File: src/rtl/usb_raw_replay.sv
// usb_raw_replay: buffers packed raw D+/D- samples in a FIFO and replays them
// on clk_48m at a rate set by a fractional NCO. Used to drive the usb core's
// pad inputs in simulation and in on-FPGA self-test builds.
//
// state  | meaning
// -------+-----------------------------------------------------------
// IDLE   | outputs idle, FIFO accepts preload, waiting for start
// PRIME  | waiting for half-full FIFO or a queued last word
// RUN    | NCO ticking, one sample played per carry
// DONE   | final sample played, outputs idle, done=1
module usb_raw_replay #(
  parameter int DW        = 8,
  parameter int FIFO_LOG2 = 4,
  parameter int NCO_W     = 16,
  parameter int IDLE_J    = 0
) (
  input  logic                 clk_48m,
  input  logic                 rst,
  input  logic [DW-1:0]        in_data,
  input  logic                 in_last,
  input  logic                 in_valid,
  output logic                 in_ready,
  input  logic                 start,
  input  logic [NCO_W-1:0]     nco_inc,
  output logic                 out_dp,
  output logic                 out_dn,
  output logic                 out_stb,
  output logic                 busy,
  output logic                 done,
  output logic                 underflow,
  output logic [FIFO_LOG2:0]   level
);

  localparam int DEPTH = 1 << FIFO_LOG2;
  localparam int NS    = DW / 2;
  localparam int IW    = (NS > 1) ? $clog2(NS) : 1;

  localparam logic [FIFO_LOG2:0] DEPTH_L = (FIFO_LOG2+1)'(DEPTH);
  localparam logic [FIFO_LOG2:0] HALF_L  = (FIFO_LOG2+1)'(DEPTH / 2);
  localparam logic [FIFO_LOG2:0] LV_ONE  = (FIFO_LOG2+1)'(1);
  localparam logic [FIFO_LOG2-1:0] PTR_ONE = FIFO_LOG2'(1);
  localparam logic [IW-1:0] LAST_IDX = IW'(NS - 1);
  localparam logic [IW-1:0] IDX_ONE  = IW'(1);
  localparam logic IDLE_DP = (IDLE_J != 0);

  localparam logic [1:0] ST_IDLE  = 2'd0;
  localparam logic [1:0] ST_PRIME = 2'd1;
  localparam logic [1:0] ST_RUN   = 2'd2;
  localparam logic [1:0] ST_DONE  = 2'd3;

  logic [1:0]           state;
  logic [DW:0]          mem [DEPTH];
  logic [FIFO_LOG2-1:0] wr_ptr;
  logic [FIFO_LOG2-1:0] rd_ptr;
  logic [FIFO_LOG2:0]   last_cnt;
  logic [NCO_W-1:0]     acc;
  logic [DW-1:0]        cur_data;
  logic [IW-1:0]        cur_idx;
  logic                 cur_valid;
  logic                 cur_last;
  logic                 end_pending;

  logic                 push;
  logic                 pop;
  logic                 tick;
  logic                 fifo_empty;
  logic [NCO_W:0]       sum;
  logic [DW:0]          rd_word;
  logic [1:0]           cur_smp;

  assign in_ready   = (level < DEPTH_L);
  assign push       = in_valid & in_ready;
  assign fifo_empty = (level == '0);
  assign sum        = {1'b0, acc} + {1'b0, nco_inc};
  assign tick       = (state == ST_RUN) & sum[NCO_W];
  assign rd_word    = mem[rd_ptr];
  assign cur_smp    = cur_data[{cur_idx, 1'b0} +: 2];
  assign busy       = (state == ST_PRIME) | (state == ST_RUN);
  // a word is only popped when the current one is exhausted and no end is pending
  assign pop        = tick & ~cur_valid & ~end_pending & ~fifo_empty;

  // FIFO storage; the last flag travels with each word
  always_ff @(posedge clk_48m) begin
    if (push) mem[wr_ptr] <= {in_last, in_data};
  end

  // FIFO pointers, occupancy and count of queued last-flagged words
  always_ff @(posedge clk_48m) begin
    if (rst) begin
      wr_ptr   <= '0;
      rd_ptr   <= '0;
      level    <= '0;
      last_cnt <= '0;
    end else begin
      if (push) wr_ptr <= wr_ptr + PTR_ONE;
      if (pop)  rd_ptr <= rd_ptr + PTR_ONE;
      case ({push, pop})
        2'b10:   level <= level + LV_ONE;
        2'b01:   level <= level - LV_ONE;
        default: level <= level;
      endcase
      case ({push & in_last, pop & rd_word[DW]})
        2'b10:   last_cnt <= last_cnt + LV_ONE;
        2'b01:   last_cnt <= last_cnt - LV_ONE;
        default: last_cnt <= last_cnt;
      endcase
    end
  end

  // sequencing FSM, NCO and registered sample output
  always_ff @(posedge clk_48m) begin
    if (rst) begin
      state       <= ST_IDLE;
      acc         <= '0;
      cur_data    <= '0;
      cur_idx     <= '0;
      cur_valid   <= 1'b0;
      cur_last    <= 1'b0;
      end_pending <= 1'b0;
      out_dp      <= IDLE_DP;
      out_dn      <= 1'b0;
      out_stb     <= 1'b0;
      done        <= 1'b0;
      underflow   <= 1'b0;
    end else begin
      out_stb <= 1'b0;
      case (state)
        ST_IDLE, ST_DONE: begin
          if (start) begin
            state       <= ST_PRIME;
            done        <= 1'b0;
            underflow   <= 1'b0;
            cur_valid   <= 1'b0;
            cur_idx     <= '0;
            end_pending <= 1'b0;
          end
        end
        ST_PRIME: begin
          if ((level >= HALF_L) || (last_cnt != '0)) begin
            state <= ST_RUN;
            acc   <= '0;
          end
        end
        ST_RUN: begin
          acc <= sum[NCO_W-1:0];
          if (tick) begin
            out_stb <= 1'b1;
            if (cur_valid) begin
              {out_dp, out_dn} <= cur_smp;
              if (cur_idx == LAST_IDX) begin
                cur_valid   <= 1'b0;
                end_pending <= cur_last;
              end else begin
                cur_idx <= cur_idx + IDX_ONE;
              end
            end else if (end_pending) begin
              {out_dp, out_dn} <= {IDLE_DP, 1'b0};
              end_pending      <= 1'b0;
              done             <= 1'b1;
              state            <= ST_DONE;
            end else if (!fifo_empty) begin
              {out_dp, out_dn} <= rd_word[1:0];
              cur_data         <= rd_word[DW-1:0];
              cur_last         <= rd_word[DW];
              cur_idx          <= IDX_ONE;
              cur_valid        <= (NS > 1);
              end_pending      <= (NS == 1) & rd_word[DW];
            end else begin
              // starved: hold the line idle and flag it, but keep running
              {out_dp, out_dn} <= {IDLE_DP, 1'b0};
              underflow        <= 1'b1;
            end
          end
        end
        default: state <= ST_IDLE;
      endcase
    end
  end

endmodule

File: config.mk
export PLATFORM = sky130hd
export DESIGN_NAME = usb_raw_replay
export DESIGN_NICKNAME = d
export VERILOG_FILES = /design/src/rtl/usb_raw_replay.sv
export SDC_FILE = /design/constraint.sdc
export NUM_CORES = 1
export LEC_CHECK = 0
export ABC_CLOCK_PERIOD_IN_PS = 4580
export BUFFER_PORTS_ARGS = -buffer_cell sky130_fd_sc_hd__buf_2
export CAP_MARGIN = 15
export CORE_UTILIZATION = 30
export CTS_CLUSTER_DIAMETER = 50
export CTS_CLUSTER_SIZE = 24
export DETAILED_ROUTE_END_ITERATION = 10
export PLACE_DENSITY_LB_ADDON = 0.15
export SYNTH_ARGS = -nofsm -noshare
export SYNTH_HDL_FRONTEND = slang
export SYNTH_SLANG_ARGS = --single-unit
File: constraint.sdc
create_clock -name clk_48m -period 4.58 [get_ports clk_48m]
set_clock_uncertainty 0.1 [all_clocks]
set_input_delay 0 -clock clk_48m [delete_from_list [all_inputs] [get_ports clk_48m]]
set_output_delay 0 -clock clk_48m [all_outputs]
set_load 0.02 [all_outputs]
Yosys cells after proc, flatten, opt, wreduce, memory -nomap -nowiden
Memories as Yosys holds them, arrays and structs flattened. A register that Yosys moved wholly into a read port is not among the register bits.
Cells that the tools add are included.

cells by class
  $add $sub $neg = 8
  shift operators = 1
  reductions and logical operators = 19
  eq/ne operators = 19
  $lt $le $gt $ge = 2
  mux-type cells = 48
  bitwise logic cells = 12

operators by type and width
  kind                                                               number
  one-hot mux 16 bit (2 select lines)                                1
  2-to-1 mux 1 bit                                                   25
  2-to-1 mux 2 bit                                                   11
  one-hot mux 5 bit (2 select lines)                                 2
  adder 16 x 16 -> 17 bit                                            1
  2-to-1 mux 16 bit                                                  1
  AND reduction 5 bit                                                3
  != test 2 bit, second input constant                               6
  AND reduction 6 bit                                                2
  adder 5 x 1 -> 5 bit, second input constant                        2
  equality test 2 bit, second input constant                         5
  subtractor 5 x 1 -> 5 bit, second input constant                   2
  != test 3 bit, second input constant                               3
  adder 4 x 1 -> 4 bit, second input constant                        2
  2-to-1 mux 4 bit                                                   2
  one-hot mux 1 bit (2 select lines)                                 4
  nonzero test 2 bit                                                 4
  variable part select 8 x 4 -> 2 bit                                1
  bitwise AND 1 bit                                                  7
  equality test 2 x 1 -> 1 bit, second input constant                3
  one-hot mux 2 bit (3 select lines)                                 1
  greater-or-equal comparator 5 x 4 -> 1 bit, second input constant  1
  zero test 5 bit                                                    1
  < comparator 5 bit, second input constant                          1
  other kinds (13)                                                   18

word-level totals
  bits in writable memories = 144
  register bits after elaboration = 54
  memories = 1

memory list
  name  depth  width  rd ports  clocked after Yosys merged registers in  wr ports  line  text
  mem   16     9      1         1                                        1         52    logic [DW:0] mem [DEPTH];

Depth between registers and ports, before layout
Gate-level depths: netlist of run 1.

  depth in word-level cells = 8
  gate-level depth with buffers = 18
  depth with buffers taken out = 17

Worst setup path before layout of run 1
Ideal clock, no wire load.

  path kind = register -> register
  start point = register acc[0]
  end point = register last_cnt[4]
  data required time = 4352 ps
  slack = 442 ps
  cell stages (with the launch flop) = 19
  clock period less this slack = 4138 ps
  data arrival time = 3910 ps
  library setup time = 128 ps
  cells stage by stage = dfxtp_1 ha_1 inv_1 fa_1 nand2b_1 a211oi_4 o211ai_2 a2111oi_4 buf_6 and2_1 ha_1 inv_1 fa_1 nor2b_1 o21ai_0 and3_1 nor3_1 xnor2_1 nor2_1

between the ends
  word-level cells in the longest chain between the ends = 8
  elaborated cells between the ends (all ways) = 10
  classes of those cells = add/sub: 1; eq/ne: 2; mux: 1; bitwise: 5; reduce/logical: 1

RTL lines
  item                                                                             line  text
  start, declared                                                                  56    logic [NCO_W-1:0] acc;
  start signal, assigned                                                           145   acc <= sum[NCO_W-1:0];
  adder 16 x 16 -> 17 bit *                                                        74    assign sum = {1'b0, acc} + {1'b0, nco_inc};
  bitwise AND 1 bit *                                                              75    assign tick = (state == ST_RUN) & sum[NCO_W];
  bitwise AND 1 bit * (3 in series)                                                80    assign pop = tick & ~cur_valid & ~end_pending & ~fifo_empty;
  named net pop                                                                    64    logic pop;
  bitwise AND 1 bit *                                                              102   case ({push & in_last, pop & rd_word[DW]})
  equality test 2 x 1 -> 1 bit / equality test 2 bit (equally long branches)       102
  one-hot mux 5 bit (2 select lines) / nonzero test 2 bit (equally long branches)  -
  end signal, assigned                                                             103   2'b10: last_cnt <= last_cnt + LV_ONE;
  end signal, assigned                                                             104   2'b01: last_cnt <= last_cnt - LV_ONE;
  end signal, assigned                                                             105   default: last_cnt <= last_cnt;
  end, declared                                                                    55    logic [FIFO_LOG2:0] last_cnt;

Mark *: on every way through the listed nets, which the timed path passes. The rest lies on a longest branch.
A chain may end at the register's enable or synchronous reset.

Worst setup path in the final report of run 1
  start point = register acc[0]
  end point = register last_cnt[4]

between the ends
  word-level cells in the longest chain between the ends = 8
  elaborated cells between the ends (all ways) = 10
  classes of those cells = add/sub: 1; eq/ne: 2; mux: 1; bitwise: 5; reduce/logical: 1

RTL lines
  item                                                                             line
  adder 16 x 16 -> 17 bit *                                                        74
  bitwise AND 1 bit *                                                              75
  bitwise AND 1 bit * (3 in series)                                                80
  bitwise AND 1 bit *                                                              102
  equality test 2 x 1 -> 1 bit / equality test 2 bit (equally long branches)       102
  one-hot mux 5 bit (2 select lines) / nonzero test 2 bit (equally long branches)  -

Mark *: on every way between the ends. The rest lies on a longest branch, timed or not.

==> out/qor.txt, run 1 <==
Hold Crit Class - primary input to flip-flop
post-CTS sizing - 0
number of setup buffers added after CTS - 0
Finished Layout Cells - 1,152
Synth Flop Type - edfxtp_1
critical path startpoint category - flip-flop
vias per inst - 4.80
most frequent cells in the layout - edfxtp_1, nor2_1, dfxtp_1
Ports - 41
Arr. time, crit path - 4.43 ns
sequential element share of the synthesized area - 0.608
CTS clk-pin slew, worst paths - 0.05 ns
DIE AREA - 30,800 um^2
Lkg Pwr - 3.85 nW
Routed WL per cell - 17.9 um
Die Span X - 175 um
H-tree Lvls - 1
Routed Antenna Nets - 0
commonest non-fill, non-tap cell in the layout - edfxtp_1
slowest CP cell - a2111oi_4
die height - 175 um
vias in the first global route - 5,679
worst vdd ir - 0.300 mV
FFs w/ async S/R, synth - 0
Power Density - 432 nW/um^2
Clk Tree Root Cell - clkbuf_16
P_int - 3.52 mW
Syn Nets - 709
Clock Tree Buf Depth - 3
clock sink count - 202
Net Sw Power - 1.23 mW
FP Rows - 63
synthesized area per cell - 14.0 um^2
layout cell share with drive strength beyond 1 - 0.226
final hold vios - 0
Worst Tran Pin Value - 0.982 ns
Syn Inst Count - 644
Detailed Route WL - 20,700 um
initial antenna violation count - 0
TritonCTS Buffers - 27
sequential share of power - 0.431
yosys warns - 0
grt ovf - 0
DRC - 0
Unique masters post-synth - 61
core area - 29,600 um^2
top fanout value on the critical path - 4
max incr delay on CP - 0.50 ns
Top delay family on crit path - adder cells
Placer Congestion - 0.737
final setup margin - 0.449 ns
Synth Register Bits - 202
CTS tree - yes
fin. max-slew vios - 0
GRT Util Overall - 0.138
WP buf/inv - 2
Area Growth Syn to Fin - 21.8%
Tcrit/Tclk final - 0.902
crit-path cells - ha_1 > inv_1 > fa_1 > nand2b_1 > a211oi_4 > o211ai_2 > a2111oi_4 > and2_1 > ha_1 > inv_1 > fa_1 > nor2b_1 > o21ai_0 > and3_1 > nor3_1 > xnor2_1 > nor2_1
Final min period - 4.13 ns
slew margin rel. - 0.344
port buffer count - 40
MaxCap Viol Count - 0
drt first pass iters - 4
via count - 5,526
Synth Cell Area - 9030 um^2
largest net degree at the start of global routing - 52
Clk pwr share - 0.442
combinational power share - 0.128
RSZ-0062 raised after global routing - no
DRT iter0 DRCs - 320
Starting Density - 0.305
Sw Share - 0.260
final setup violation count - 0
CP endpoint kind - flip-flop
setup slack, reg-to-reg - 0.45 ns
Hold Buf Count CTS - 28
setup_tns - 0 ns
first-pass GRT wire length - 32,300 um
ant diodes - 0
Crit Path Category - flip-flop to flip-flop
WP data required - 4.88 ns
Clk Latency, worst-skew pair - 0.53 ns
Post-synth EDFFs - 144
Setup WS pre-CTS - 0.405 ns
status - completed
placed cell count - 1,073
hpwl dp - 13,200 um
fmax - 0.242 GHz
Final nets - 806
## kinds of logic after synthesis
family	after synthesis	share of synthesized area
mux	63	0.133
buf+inv	50	0.0220
compound gates	108	0.0798
xor+xnor	14	0.0136
fa+ha+maj	36	0.0524
simple gates	171	0.0912
flops	202	0.608
## power groups by stage
| stage | Combinational [mW] | Sequential [mW] | Clock [mW] |
|---|---|---|---|
| after global routing | 0.682 | 2.05 | 2.24 |
| after CTS | 0.612 | 2.05 | 2.16 |
| after global placement | 0.573 | 2.08 | 0 |
| final | 0.607 | 2.05 | 2.10 |
| after floorplan | 0.407 | 2.09 | 0 |
| after detailed placement | 0.585 | 2.08 | 0 |
## registers in the layout (all words and copies together), names as in the netlist, 2 cells and up, named ones only
register,cells
acc,16
cur_data,8
cur_idx,2
last_cnt,5
level,5
mem,144
rd_ptr,4
state,2
wr_ptr,4
## path summary, 6_finish.rpt
| check | endpoint | startpoint | cells past startpoint |
|---|---|---|---|
| max | last_cnt[4] | acc[0] | 17 |
| min | acc[3] | nco_inc[3] | 6 |
| max reg2reg | last_cnt[4] | acc[0] | 17 |
| min reg2reg | underflow | underflow | 2 |
## per-stage QoR
stage                     utilization  cell area (um^2)  hold WS (ns)  total power [mW]
final                           0.371             11000        0.0187              4.75
after global placement          0.331              9800         0.272              2.66
after detailed placement        0.331              9800         0.289              2.67
after floorplan                     -              9030      -0.00113              2.50
after CTS                       0.371             11000       0.00428              4.82
after global routing            0.371             11000        0.0608              4.98
## cells in the mapped netlist, types with 4 or more instances
library cell | n | area share
nor2b_1 | 10 | 0.0069
nand2_1 | 35 | 0.015
ha_1 | 33 | 0.046
mux2_2 | 4 | 0.0050
a211oi_1 | 6 | 0.0050
nor2_1 | 64 | 0.027
a21oi_1 | 37 | 0.021
clkbuf_1 | 20 | 0.0083
nand2b_1 | 12 | 0.0083
edfxtp_1 | 144 | 0.48
nor3b_1 | 4 | 0.0033
xor2_1 | 6 | 0.0058
a21o_1 | 5 | 0.0042
mux4_2 | 45 | 0.11
mux2i_1 | 13 | 0.014
nand3_1 | 9 | 0.0050
xnor2_1 | 8 | 0.0078
inv_1 | 23 | 0.0096
o21ai_0 | 22 | 0.012
nor3_1 | 16 | 0.0089
dfxtp_1 | 58 | 0.13
## cell type report
cell class                      count  area [um^2]
Clock inverter                     20          219
Multi-Input combinational cell    392         3340
Timing Repair Buffer               95          683
Fill cell                        2891        18600
Clock buffer                       30          687
Inverter                           23         86.3
Tap cell                          390          488
Sequential cell                   202         5490
## layer usage
metal  GRT usage  up-vias  share of wire
li1            -     2663              -
met1       0.178     2739           0.45
met2       0.239       89           0.49
met3      0.0232       35          0.036
met4      0.0362        0          0.023
met5           0        -              0
## tightest hold or removal path, delay by kind of cell
kind,cells,cell delay (ns)
AO/OA/AOI/OAI,2,0.12
buffers and inverters,1,0.08
AND/OR/NAND/NOR,2,0.23
adder cells (fa/ha/maj),1,0.18
(Power assumes the default switching activity.)
==> run 2, diff against run 1 <==
--- a/config.mk
+++ b/config.mk
@@ -5,7 +5,7 @@
 export SDC_FILE = /design/constraint.sdc
 export NUM_CORES = 1
 export LEC_CHECK = 0
-export ABC_CLOCK_PERIOD_IN_PS = 4580
+export ABC_CLOCK_PERIOD_IN_PS = 5330
 export BUFFER_PORTS_ARGS = -buffer_cell sky130_fd_sc_hd__buf_2
 export CAP_MARGIN = 15
 export CORE_UTILIZATION = 30
==> constraint.sdc (replaced) <==
create_clock -name clk_48m -period 5.33 [get_ports clk_48m]
set_clock_uncertainty 0.1 [all_clocks]
set_input_delay 0 -clock clk_48m [delete_from_list [all_inputs] [get_ports clk_48m]]
set_output_delay 0 -clock clk_48m [all_outputs]
set_load 0.02 [all_outputs]
==> run 2 against run 1 <==
Core utilization about the same. Cell count shrank 0.87%. Count of clock-buffer cells in the layout down 1. Die area unchanged. Critical path depth did not move. Non-clock buffer count shrank 4. Worst hold slack better by 0.011 ns. Via count up 0.34%. Sequential cell count did not move. Largest power group unchanged. Total power fell by 13%. Setup slack better by 0.65 ns. Sequential share of layout area barely moved.
==> out/qor.txt, run 2 (synthesis gave the netlist of run 1 again) <==
WP buf/inv - 2 (unchanged)
crit-path cells - ha_1 > inv_1 > fa_1 > nand2b_1 > a211oi_4 > o211ai_2 > a2111oi_4 > and2_1 > ha_1 > inv_1 > fa_1 > nor2b_1 > o21ai_0 > and3_1 > nor3_1 > xnor2_1 > nor2_1
Routed WL per cell - 18.1 um (+1.2%)
Top delay family on crit path - compound AO/OA/AOI/OAI gates
total power draw - 4.14 mW (-13%)
drt first pass iters - 4 (unchanged)
Clk Latency, worst-skew pair - 0.52 ns (about the same)
max incr delay on CP - 0.58 ns (+0.08 ns)
fin. max-slew vios - 0 (unchanged)
Die Span X - 175 um (unchanged)
clock sink count - 202 (unchanged)
status - completed
placed cell count - 1,069 (-0.37%)
MaxCap Viol Count - 0 (unchanged)
hpwl dp - 13,400 um (+1.3%)
CP endpoint kind - flip-flop
initial antenna violation count - 0 (unchanged)
GRT met1 Usage - 0.186 (+0.00805)
grt met3 use - 0.0210 (-0.00216)
final hold vios - 0 (unchanged)
worst vdd ir - 0.268 mV (-11%)
top fanout value on the critical path - 5 (+1)
vias per inst - 4.86 (+1.2%)
Area Growth Syn to Fin - 21.7% (about the same)
RR Endpoint - last_cnt[4]
most frequent cells in the layout - edfxtp_1, nor2_1, dfxtp_1
Lkg Pwr - 3.84 nW (-0.30%)
Finished Layout Cells - 1,142 (-0.87%)
setup_tns - 0 ns (unchanged)
Worst Tran Pin Value - 1.04 ns (+0.0606 ns)
commonest non-fill, non-tap cell in the layout - edfxtp_1
largest reg by FF count - mem
layout cell share with drive strength beyond 1 - 0.221 (-0.00498)
Arr. time, crit path - 4.51 ns (+0.08 ns)
DRT iter0 DRCs - 297 (-7.2%)
Starting Density - 0.305 (unchanged)
final setup violation count - 0 (unchanged)
FP Rows - 63 (unchanged)
slowest CP cell - a2111oi_4
Placer Congestion - 0.744 (+0.90%)
CTS tree - yes
critical path startpoint category - flip-flop
CP startpoint - acc[0]
DIE AREA - 30,800 um^2 (unchanged)
H-tree Lvls - 1 (unchanged)
Final min period - 4.23 ns (+0.103 ns)
Detailed Route WL - 20,700 um (+0.34%)
CTS clk-pin slew, worst paths - 0.05 ns (about the same)
port buffer count - 40 (unchanged)
ant diodes - 0 (unchanged)
first-pass GRT wire length - 32,800 um (+1.6%)
die height - 175 um (unchanged)
Final nets - 799 (-0.87%)
M2 GR Usage - 0.234 (-0.00529)
Clk Tree Root Cell - clkbuf_16
fin util - 0.371 (about the same)
post-CTS sizing - 0 (unchanged)
Power Density - 377 nW/um^2 (-13%)
grt ovf - 0 (unchanged)
Crit Path Category - flip-flop to flip-flop
slew margin rel. - 0.305 (-0.0390)
dpl cell area - 9770 um^2 (-0.31%)
Critical Path Sink - last_cnt[4]
fin area - 11,000 um^2 (about the same)
fmax - 0.236 GHz (-2.4%)
max FFs per register - 144 (unchanged)
GRT Util Overall - 0.139 (+0.00104)
Hold Crit Class - primary input to flip-flop
via count - 5,545 (+0.34%)
TritonCTS Buffers - 24 (-11%)
vias in the first global route - 5,755 (+1.3%)
instance count on the critical path - 17 (unchanged)
setup slack, reg-to-reg - 1.10 ns (+0.65 ns)
WP data required - 5.61 ns (+0.73 ns)
Reg2Reg Depth - 17 (unchanged)
top flop regs - mem x144, acc x16, cur_data x8
Routed Antenna Nets - 0 (unchanged)
Clock Tree Buf Depth - 3 (unchanged)
RSZ-0062 raised after global routing - no
largest net degree at the start of global routing - 52 (unchanged)
Ports - 41 (unchanged)
Tcrit/Tclk final - 0.794 (-0.108)
global route hottest layer - met2
FF-to-FF Start - acc[0]
core area - 29,600 um^2 (unchanged)
DRC - 0 (unchanged)
run 2: where the power goes:
part	total [mW]	switching (mW)	internal [mW]
Combinational	0.517	0.320	0.197
Clock	1.87	0.676	1.19
Sequential	1.76	0.0276	1.73
Total	4.14	1.02	3.12
run 2: worst reg2reg max path: cells and delay by family (launching register included):
| kind | cells | cell delay, ns |
|---|---|---|
| DFF | 1 | 0.33 |
| xor gates and xnor gates | 1 | 0.15 |
| buffers and inverters | 2 | 0.16 |
| AOI/OAI and AO/OA | 4 | 1.18 |
| and+or+nand+nor | 6 | 1.02 |
| adders and majority gates | 4 | 1.16 |
run 2: per-stage QoR:
step                hold WS, ns  setup WS [ns]
floorplan              -0.00113           1.19
global placement          0.273           1.22
detailed placement        0.292           1.07
CTS                      0.0176           1.04
global route             0.0388          0.728
finish                   0.0296           1.10
run 2: worst min path at each step:
stage / slack [ns] / end / cells after the start / start
2_1_floorplan: -0.001 / mem[0][0] / 0 / in_data[0]
3_3_place_gp: 0.27 / mem[8][7] / 1 / in_data[7]
3_5_place_dp: 0.29 / mem[13][0] / 1 / in_data[0]
4_1_cts: 0.02 / wr_ptr[0] / 4 / in_valid
5_1_grt: 0.04 / wr_ptr[0] / 4 / in_valid
6_report: 0.03 / wr_ptr[0] / 4 / in_valid
run 2: metal layers:
metal,part of all wire,up-vias
li1,-,2638
met1,0.46,2782
met2,0.49,98
met3,0.031,27
met4,0.021,0
met5,0,-
run 2: repair_timing:
| action | 4_1_cts | 5_1_grt |
|---|---|---|
| hold buffers | 29 | 0 |
| setup buffers | 0 | 0 |
| endpoints found under the hold margin | 185 | 0 |
run 2: area by class of cell:
| class | instances | area, um^2 |
|---|---|---|
| Tap cell | 390 | 488 |
| Fill cell | 2837 | 18700 |
| Sequential cell | 202 | 5490 |
| Inverter | 23 | 86.3 |
| Clock buffer | 29 | 662 |
| Clock inverter | 15 | 262 |
| Timing Repair Buffer | 91 | 656 |
| Multi-Input combinational cell | 392 | 3340 |
